$ cat src/rtl/shift_sequencer.sv
// rtl/shift_sequencer.sv - command FIFO plus FSM driving the mode lines of a 16-bit universal rotate register
// Every output is a register; the next-state logic also computes the next output values.
module shift_sequencer #(
  parameter int FIFO_DEPTH = 4,
  parameter int WIDTH      = 16
) (
  input  logic             clk,
  input  logic             rst,
  input  logic             cmd_valid,
  output logic             cmd_ready,
  input  logic [1:0]       cmd_op,
  input  logic [3:0]       cmd_amt,
  input  logic [WIDTH-1:0] cmd_data,
  output logic             b0,
  output logic             b1,
  output logic [WIDTH-1:0] d_out,
  output logic             busy,
  output logic             done
);

  localparam int AW = $clog2(FIFO_DEPTH);
  localparam logic [AW:0] FULL = (AW+1)'(FIFO_DEPTH);

  typedef enum logic [1:0] {IDLE, LOAD, SHIFT, FINISH} state_t;

  typedef struct packed {
    logic [1:0]       op;
    logic [3:0]       amt;
    logic [WIDTH-1:0] data;
  } cmd_t;

  cmd_t          mem [FIFO_DEPTH];
  cmd_t          head;
  logic [AW-1:0] wr_ptr, rd_ptr;
  logic [AW:0]   count, count_nxt;
  logic          push, pop;

  state_t           state, state_nxt;
  logic [3:0]       cnt, cnt_nxt;
  logic             b0_nxt, b1_nxt, done_nxt, busy_nxt, ready_nxt;
  logic [WIDTH-1:0] d_nxt;

  assign push = cmd_valid && cmd_ready;
  assign head = mem[rd_ptr];

  // Storage needs no reset: pointers and count define which entries are live.
  always_ff @(posedge clk) begin
    if (push) mem[wr_ptr] <= {cmd_op, cmd_amt, cmd_data};
  end

  always_comb begin
    state_nxt = state;
    cnt_nxt   = cnt;
    b0_nxt    = 1'b1;
    b1_nxt    = 1'b1;
    d_nxt     = d_out;
    done_nxt  = 1'b0;
    pop       = 1'b0;
    case (state)
      IDLE: begin
        if (count != '0) begin
          pop = 1'b1;
          case (head.op)
            2'b00: begin
              state_nxt = LOAD;
              b0_nxt    = 1'b0;
              b1_nxt    = 1'b0;
              d_nxt     = head.data;
            end
            2'b01, 2'b10: begin
              if (head.amt != 4'd0) begin
                state_nxt = SHIFT;
                b0_nxt    = head.op[1];
                b1_nxt    = head.op[0];
                cnt_nxt   = head.amt - 4'd1;
              end else begin
                state_nxt = FINISH;
                done_nxt  = 1'b1;
              end
            end
            default: begin
              state_nxt = FINISH;
              done_nxt  = 1'b1;
            end
          endcase
        end
      end
      LOAD: begin
        state_nxt = FINISH;
        done_nxt  = 1'b1;
      end
      SHIFT: begin
        // The rotate code entered with amt-1 in cnt, so it stays up for amt cycles.
        if (cnt == 4'd0) begin
          state_nxt = FINISH;
          done_nxt  = 1'b1;
        end else begin
          cnt_nxt = cnt - 4'd1;
          b0_nxt  = b0;
          b1_nxt  = b1;
        end
      end
      FINISH: state_nxt = IDLE;
      default: state_nxt = IDLE;
    endcase

    count_nxt = count;
    if (push && !pop)      count_nxt = count + 1'b1;
    else if (pop && !push) count_nxt = count - 1'b1;
    ready_nxt = (count_nxt != FULL);
    busy_nxt  = (count_nxt != '0) || (state_nxt != IDLE);
  end

  always_ff @(posedge clk) begin
    if (rst) begin
      state     <= IDLE;
      cnt       <= 4'd0;
      count     <= '0;
      wr_ptr    <= '0;
      rd_ptr    <= '0;
      b0        <= 1'b1;
      b1        <= 1'b1;
      d_out     <= '0;
      done      <= 1'b0;
      busy      <= 1'b0;
      cmd_ready <= 1'b1;
    end else begin
      state     <= state_nxt;
      cnt       <= cnt_nxt;
      count     <= count_nxt;
      if (push) wr_ptr <= wr_ptr + 1'b1;
      if (pop)  rd_ptr <= rd_ptr + 1'b1;
      b0        <= b0_nxt;
      b1        <= b1_nxt;
      d_out     <= d_nxt;
      done      <= done_nxt;
      busy      <= busy_nxt;
      cmd_ready <= ready_nxt;
    end
  end

endmodule

$ cat config.mk
export PLATFORM = sky130hd
export DESIGN_NAME = shift_sequencer
export DESIGN_NICKNAME = d
export VERILOG_FILES = /design/src/rtl/shift_sequencer.sv
export SDC_FILE = /design/constraint.sdc
export NUM_CORES = 1
export LEC_CHECK = 0
export CELL_PAD_IN_SITES_DETAIL_PLACEMENT = 1
export CELL_PAD_IN_SITES_GLOBAL_PLACEMENT = 2
export CORE_ASPECT_RATIO = 0.6
export CORE_MARGIN = 2
export CORE_UTILIZATION = 41
export DETAILED_ROUTE_END_ITERATION = 16
export HOLD_SLACK_MARGIN = 0.05
export MAX_ROUTING_LAYER = met4
export PLACE_DENSITY = 0.81
export SETUP_SLACK_MARGIN = 0.1
export SYNTH_ARGS = -nofsm -noshare
export SYNTH_HDL_FRONTEND = slang
export SYNTH_SLANG_ARGS = --single-unit
$ cat constraint.sdc
create_clock -name clk -period 3.1 [get_ports clk]
set_clock_uncertainty 0.15 [all_clocks]
set_input_delay 0.62 -clock clk [delete_from_list [all_inputs] [get_ports clk]]
set_output_delay 0.62 -clock clk [all_outputs]
set_load 0.1 [all_outputs]
Word level (Yosys, flattened, before mapping)
Memories as Yosys holds them, arrays and structs flattened. A register that Yosys moved wholly into a read port is not among the register bits. Cells that the tools add are included.

Bits in registers: 34. Memory bits (writable): 88. Bits of input ports: 25. Output and inout port bits: 21. Logic and storage cells: 78. Memories kept: 1.

Add/subtract/negate cells: 6. Equality and inequality tests: 11. Mux-type cells: 32. Reductions and logical operators: 17.

Memories: mem (words 4, bits a word 22, read ports 1, clocked after memory_dff 1, write ports 1, line 32) `cmd_t mem [FIFO_DEPTH];`.

Operators with widths (number): 2-to-1 mux 4 bit (4); 2-to-1 mux 1 bit (13); case mux 1 bit (2 select lines) (5); 2-to-1 mux 2 bit (4); != test 2 bit (second input constant) (4); case mux 2 bit (4 select lines) (1); case mux 4 bit (2 select lines) (1); subtractor 4 x 1 -> 4 bit (second input constant) (2); == test 2 bit (second input constant) (3); 2-to-1 mux 3 bit (2); nonzero test 3 bit (2); AND reduction 5 bit (1); adder 2 x 1 -> 2 bit (second input constant) (2); == test 2 x 1 -> 1 bit (second input constant) (2); logical NOT 2 bit (2); logical NOT 4 bit (1); case mux 2 bit (2 select lines) (1); nonzero test 2 bit (2); nonzero test 4 bit (1); adder 3 x 1 -> 3 bit (second input constant) (1); logical AND 1 bit (3); != test 3 bit (second input constant) (1); case mux 1 bit (3 select lines) (1); AND reduction 3 bit (1); 5 further kinds (6).

Depth between registers and ports, before layout
Gate-level depths: netlist of the first run.

Depth after elaboration: 8. Mapped depth: 10. Gate-level depth less buffers: 9.

Worst setup path before layout of the first run
No wires, ideal clock.

Path kind: register to register. Start: register (tool-made name). End: register d_out[12]. Library setup time: 0.071 ns. Arrival time: 2.330 ns. Data required time: 2.879 ns. Setup slack: 0.549 ns. Cell stages (with the launch flop): 11. Path buffers: 4. Clock period less this slack: 2.551 ns. Path through: dfxtp_1 > buf_6 > buf_2 > mux4_2 > inv_1 > ha_1 > and3_1 > clkbuf_1 > clkbuf_1 > nand2_1 > a21oi_1.

RTL lines: to (signal assigned) (line 135) `d_out <= d_nxt;`; to (decl) (line 16) `output logic [WIDTH-1:0] d_out,`.

==> results.yml, run 1 <==
worst_hold_path:
  hp-start: "d_out[10]"
  hp-class: "reg -> reg"
timing:
  tightest_slew_ps: 511.5
  finalMaxSlewViolations: 0
  tns_ps: 0
  fin_crit_sh: 0.8788
  rsz0062_at_grt: "no"
  timing.hold.ws_ps: 309.8
  fmax_ghz: 0.3671
  setup_viol: 0
  finalCriticalPeriod_ps: 2724
  max_slew_margin: 0.6585
  hold_viol_final: 0
route:
  vias: 3030
  viasPerCell: 5.260
  drt_first_iter_violations: 146
  ant_nets: 0
  drt_wl_total_um: 11300
  drc: 0
  drtPass1Iterations: 4
  wl_per_cell_um: 19.62
yosys:
  synth_cell_type_count: 44
  syn_area_um2: 4984
  synthTopCellsByCount: "edfxtp_1, nand2_1, dfxtp_1"
  synth_largest_area_cell: "edfxtp_1"
  syn_area_per_cell_um2: 14.79
  synthCells: 337
  ys_warn_count: 0
  synth_area_leaders: "edfxtp_1, dfxtp_1, mux4_2"
  synthFlopType: "edfxtp_1"
  synth-seq-cells: 124
  seq_area_frac_synth: 0.6749
  synthArstFlopShare: 0
  synthesis.nets: 378
  yosysMostFrequentCell: "edfxtp_1"
  synth_edf_count: 88
  synth_top_area_frac: 0.5303
critical_path:
  required_ps: 3300
  start_kind: "flip-flop"
  critPathMaxFanout: 8
  critical_path_class: "reg -> reg"
  arrival_ps: 2920
  worstSetupEndpointType: "flip-flop"
die:
  pin_count: 46
  core_area_um2: 11950
  die-area_um2: 13080
  die_w_um: 146.3
  die_h_um: 89.40
  placementRows: 31
  start_util: 0.4172
power_and_ir_drop:
  leakage_nw: 2.195
  power_density_nw_per_um2: 973.5
  clockPowerShare: 0.339
  power.switching_mw: 2.131
  max-vdd-ir-drop_uv: 388.8
  p_comb_frac: 0.303
  seqPwrFrac: 0.358
  internal_power_mw: 3.934
  sw_frac_of_total: 0.3514
cells_and_area:
  nets: 439
  syn2layout_area_growth_pct: 25.01
  drive_gt1_frac: 0.2141
  diodes: 0
clock_tree:
  cts_tree: "built"
  cts.sinks: 124
  cts_resized: 0
  h-tree-depth: 4
  cts-root-buf: "clkbuf_16"
  cts_setup_buffers: 0
  cts_buffers: 17
  hold_buffers: 0
  clockBufferDepth: 2
  clock_latency_ps: 420
  clk_pin_slew_ps: 60
global_route:
  grt_first_pass_wirelength_um: 17880
  grt_pass1_vias: 3081
  grt_max_degree: 23
  grt_antenna_before_repair: 0
  grt_use_total: 0.1951
  gr-total-overflow: 0
place:
  numPortBuffers: 45
  dp_hpwl_um: 7179
  gp_congestion: 0.7439
flow_run:
  maxCapViolCount: 0
outcome:
  status: "completed"
layout make-up:
cell class,instances,area (um^2)
fillers,1200,5717
repair buffers,56,480.5
inverters,14,52.55
clock buffers,18,429.2
well taps,165,206.4
multi-input cells,185,1513
flip-flops and latches,124,3363
clock inverters,14,185.2
kinds of logic after synthesis:
| kind of cell | share of synthesized area |
|---|---|
| DFF | 0.6749 |
| and+or+nand+nor | 0.09013 |
| AOI/OAI and AO/OA | 0.05750 |
| buffers and inverters | 0.02285 |
| muxes | 0.1075 |
| adders and majority gates | 0.04017 |
| xor gates and xnor gates | 0.007031 |
final timing paths:
kind	cells past startpoint	slack (ps)	end
hold reg to reg	2	310	d_out[10]
setup / recovery	6	380	cnt[2]
hold / removal	2	310	d_out[10]
setup reg to reg	6	380	cnt[2]
power groups by stage:
stage / Sequential [mW] / Clock, mW / Combinational, mW
after floorplan: 2.54 / 0 / 1.00
after global placement: 2.19 / 0 / 1.79
after detailed placement: 2.20 / 0 / 1.84
after CTS: 2.17 / 2.10 / 1.85
after global routing: 2.20 / 2.17 / 2.00
final: 2.17 / 2.05 / 1.84
sequential cells by signal, summed over array words and instances, names as in the netlist, named ones only:
| signal | cells |
|---|---|
| mem | 88 |
| d_out | 16 |
| cnt | 4 |
| count | 3 |
| rd_ptr | 2 |
| state | 2 |
| wr_ptr | 2 |
| b0 | 1 |
| b1 | 1 |
| busy | 1 |
| cmd_ready | 1 |
| done | 1 |
worst max-delay path, cell delays in order (launching register included):
cell and delay (ps):
dfxtp_1 640, buf_4 270, mux4_2 550, nor4_4 370, nor3_1 100, or4b_1 480, o211ai_1 100
stage by stage:
stage	utilization	power, mW	instance area, um^2	instances	setup WS [ps]
CTS	0.5209	6.123	6223	576	204.1
finish	0.5215	6.065	6230	576	375.8
floorplan	-	3.545	4984	337	549.2
global placement	0.4695	3.980	5609	544	446.2
detailed placement	0.4695	4.033	5609	544	223.7
global route	0.5215	6.371	6230	576	186.0
layer usage:
metal  vias up  track usage  routed length, um
met5         -            -                  0
met4         0      0.08561                223
met3        22      0.05306                397
met2        59       0.2933               5365
met1      1548       0.2525               5317
li1       1401            -                  -
layout by cell type, fill, tap and decap left out, types with 3 or more instances in the layout:
master	n
edfxtp_1	88
nand2_1	41
dfxtp_1	36
buf_4	32
a21oi_1	28
clkdlybuf4s50_1	24
mux4_2	22
clkbuf_16	17
ha_1	16
nor2_1	15
inv_1	13
nand3_1	9
clkinv_4	6
and3_1	5
nor3_1	5
mux2i_1	4
nand2b_1	4
inv_6	4
bufinv_16	3
Note: power is estimated with default switching activity, not from simulation.
==> inputs of run 2 (changes only) <==
CORE_UTILIZATION = 44   (was 41)
PLACE_DENSITY = 0.86   (was 0.81)
clock period = 3.28 ns   (was 3.1 ns; I/O delays follow)
==> run 2 against run 1 <==
Maximum frequency fell by 4.3%. Routed wire length fell by 1.7%. Flip-flop and latch count did not move. Die area fell by 6.6%. Sequential power fell by 5%. Global-route usage rose by 0.95 points. Register-to-register slack improved by 60 ps. Sequential share of layout area rose by 0.26 points. Critical path depth rose by 1. Largest cell class unchanged. Largest power group unchanged.
==> results.yml, run 2 (same netlist as run 1, synthesis figures left out) <==
outcome:
  status: "completed"
place:
  place_area_um2: 5584
  dp.cells: 523
  dp_slack_ps: 489.6
  gp_congestion: 0.8084
  dp_hpwl_um: 7259
  numPortBuffers: 45
die:
  core_area_um2: 11190
  die-area_um2: 12220
  pin_count: 46
  die_w_um: 141.4
  start_util: 0.4455
  placementRows: 30
  die_h_um: 86.44
cells_and_area:
  layout_common_cells: "edfxtp_1, nand2_1, dfxtp_1"
  drive_gt1_frac: 0.2092
  final_area_um2: 6202
  final_cells: 556
  syn2layout_area_growth_pct: 24.45
  fill_cells: 1082
  nets: 439
  largest-register: "mem"
  final_common_cell: "edfxtp_1"
  top_regs: "mem x88, d_out x16, cnt x4"
  largest_register_ffs: 88
clock_tree:
  clockBufferDepth: 2
  cts_buffers: 17
  cts_tree: "built"
  cts_setup_buffers: 0
  h-tree-depth: 4
  cts.sinks: 124
  clock_latency_ps: 400
  cts-root-buf: "clkbuf_16"
  clk_pin_slew_ps: 60
  cts_resized: 0
  hold_buffers: 0
global_route:
  grt_use_total: 0.2046
  grt_max_degree: 23
  gr-total-overflow: 0
  grt_antenna_before_repair: 1
  grt_pass1_vias: 3261
  grt_first_pass_wirelength_um: 17580
critical_path:
  start_kind: "flip-flop"
  critPathMaxFanout: 15
  critical_path_class: "reg -> reg"
  required_ps: 3440
  worstSetupEndpointType: "flip-flop"
  arrival_ps: 3010
power_and_ir_drop:
  leakage_nw: 2.198
  total_power_mw: 5.716
  p_comb_frac: 0.300
  max-vdd-ir-drop_uv: 382.4
  sw_frac_of_total: 0.3375
  power_density_nw_per_um2: 921.6
  clockPowerShare: 0.339
  internal_power_mw: 3.787
  seqPwrFrac: 0.361
  power.switching_mw: 1.929
timing:
  fin_crit_sh: 0.8675
  tns_ps: 0
  finalMaxSlewViolations: 0
  fmax_ghz: 0.3515
  hold_viol_final: 0
  max_slew_margin: 0.5496
  setup_viol: 0
  setup_slack_ps: 434.7
  finalCriticalPeriod_ps: 2845
  rsz0062_at_grt: "no"
  tightest_slew_ps: 675.6
flow_run:
  maxCapViolCount: 0
route:
  viasPerCell: 5.353
  ant_nets: 0
  drt_wl_total_um: 11110
  drc: 0
  wl_per_cell_um: 19.98
  vias: 2976
  drt_first_iter_violations: 157
  drtPass1Iterations: 4
worst_hold_path:
  hp-class: "reg -> reg"
  hp-start: "d_out[14]"
run 2: cell types whose count changed in the layout (fill, tap and decap cells not counted), moves of 2 or more:
| cell | before | now |
|---|---|---|
| inv_6 | 4 | 0 |
| clkinv_4 | 6 | 2 |
| clkinv_2 | 0 | 4 |
| clkinv_1 | 1 | 3 |
run 2: through the flow:
step,util,hold slack (ps)
global placement,0.4992,294.6
global route,0.5545,325.2
finish,0.5545,305.0
detailed placement,0.4992,298.6
floorplan,-,319.2
CTS,0.5543,306.4
run 2: layout make-up:
type	count	area (um^2)	share of cell area
Sequential cell	124	3364	0.5425
Multi-Input combinational cell	185	1506	0.2429
Timing Repair Buffer	56	480.5	0.07747
Clock buffer	19	442.9	0.07141
Tap cell	144	180.2	0.02905
Clock inverter	13	172.7	0.02784
Inverter	14	52.55	0.008473
Antenna cell	1	2.502	0.0004035
run 2: worst paths after layout:
path,to,slack [ps],cells past startpoint
setup / recovery,cnt[1],430,7
setup reg to reg,cnt[1],430,7
hold reg to reg,d_out[14],310,2
hold / removal,d_out[14],310,2
run 2: power groups by stage:
stage	Clock (mW)	Sequential (mW)	Combinational, mW
after floorplan	0	2.40	0.946
after global placement	0	2.08	1.66
after detailed placement	0	2.09	1.71
after CTS	1.97	2.07	1.73
after global routing	2.03	2.09	1.86
final	1.94	2.06	1.72
run 2: layer usage:
layer | wire length, um | up-vias | GRT usage | part of all wire
met5 | 0 | - | - | 0
met4 | 120 | 0 | 0.07636 | 0.011
met3 | 579 | 12 | 0.05414 | 0.052
met2 | 5196 | 70 | 0.3111 | 0.47
met1 | 5212 | 1493 | 0.2681 | 0.47
li1 | - | 1401 | - | -
run 2: critical path, cell delays in order, from the launching register on:
cell	delay [ps]
dfxtp_2	610
mux4_2	590
inv_1	110
ha_1	210
nand3_1	120
o22ai_1	550
a21oi_1	160
a311oi_1	250
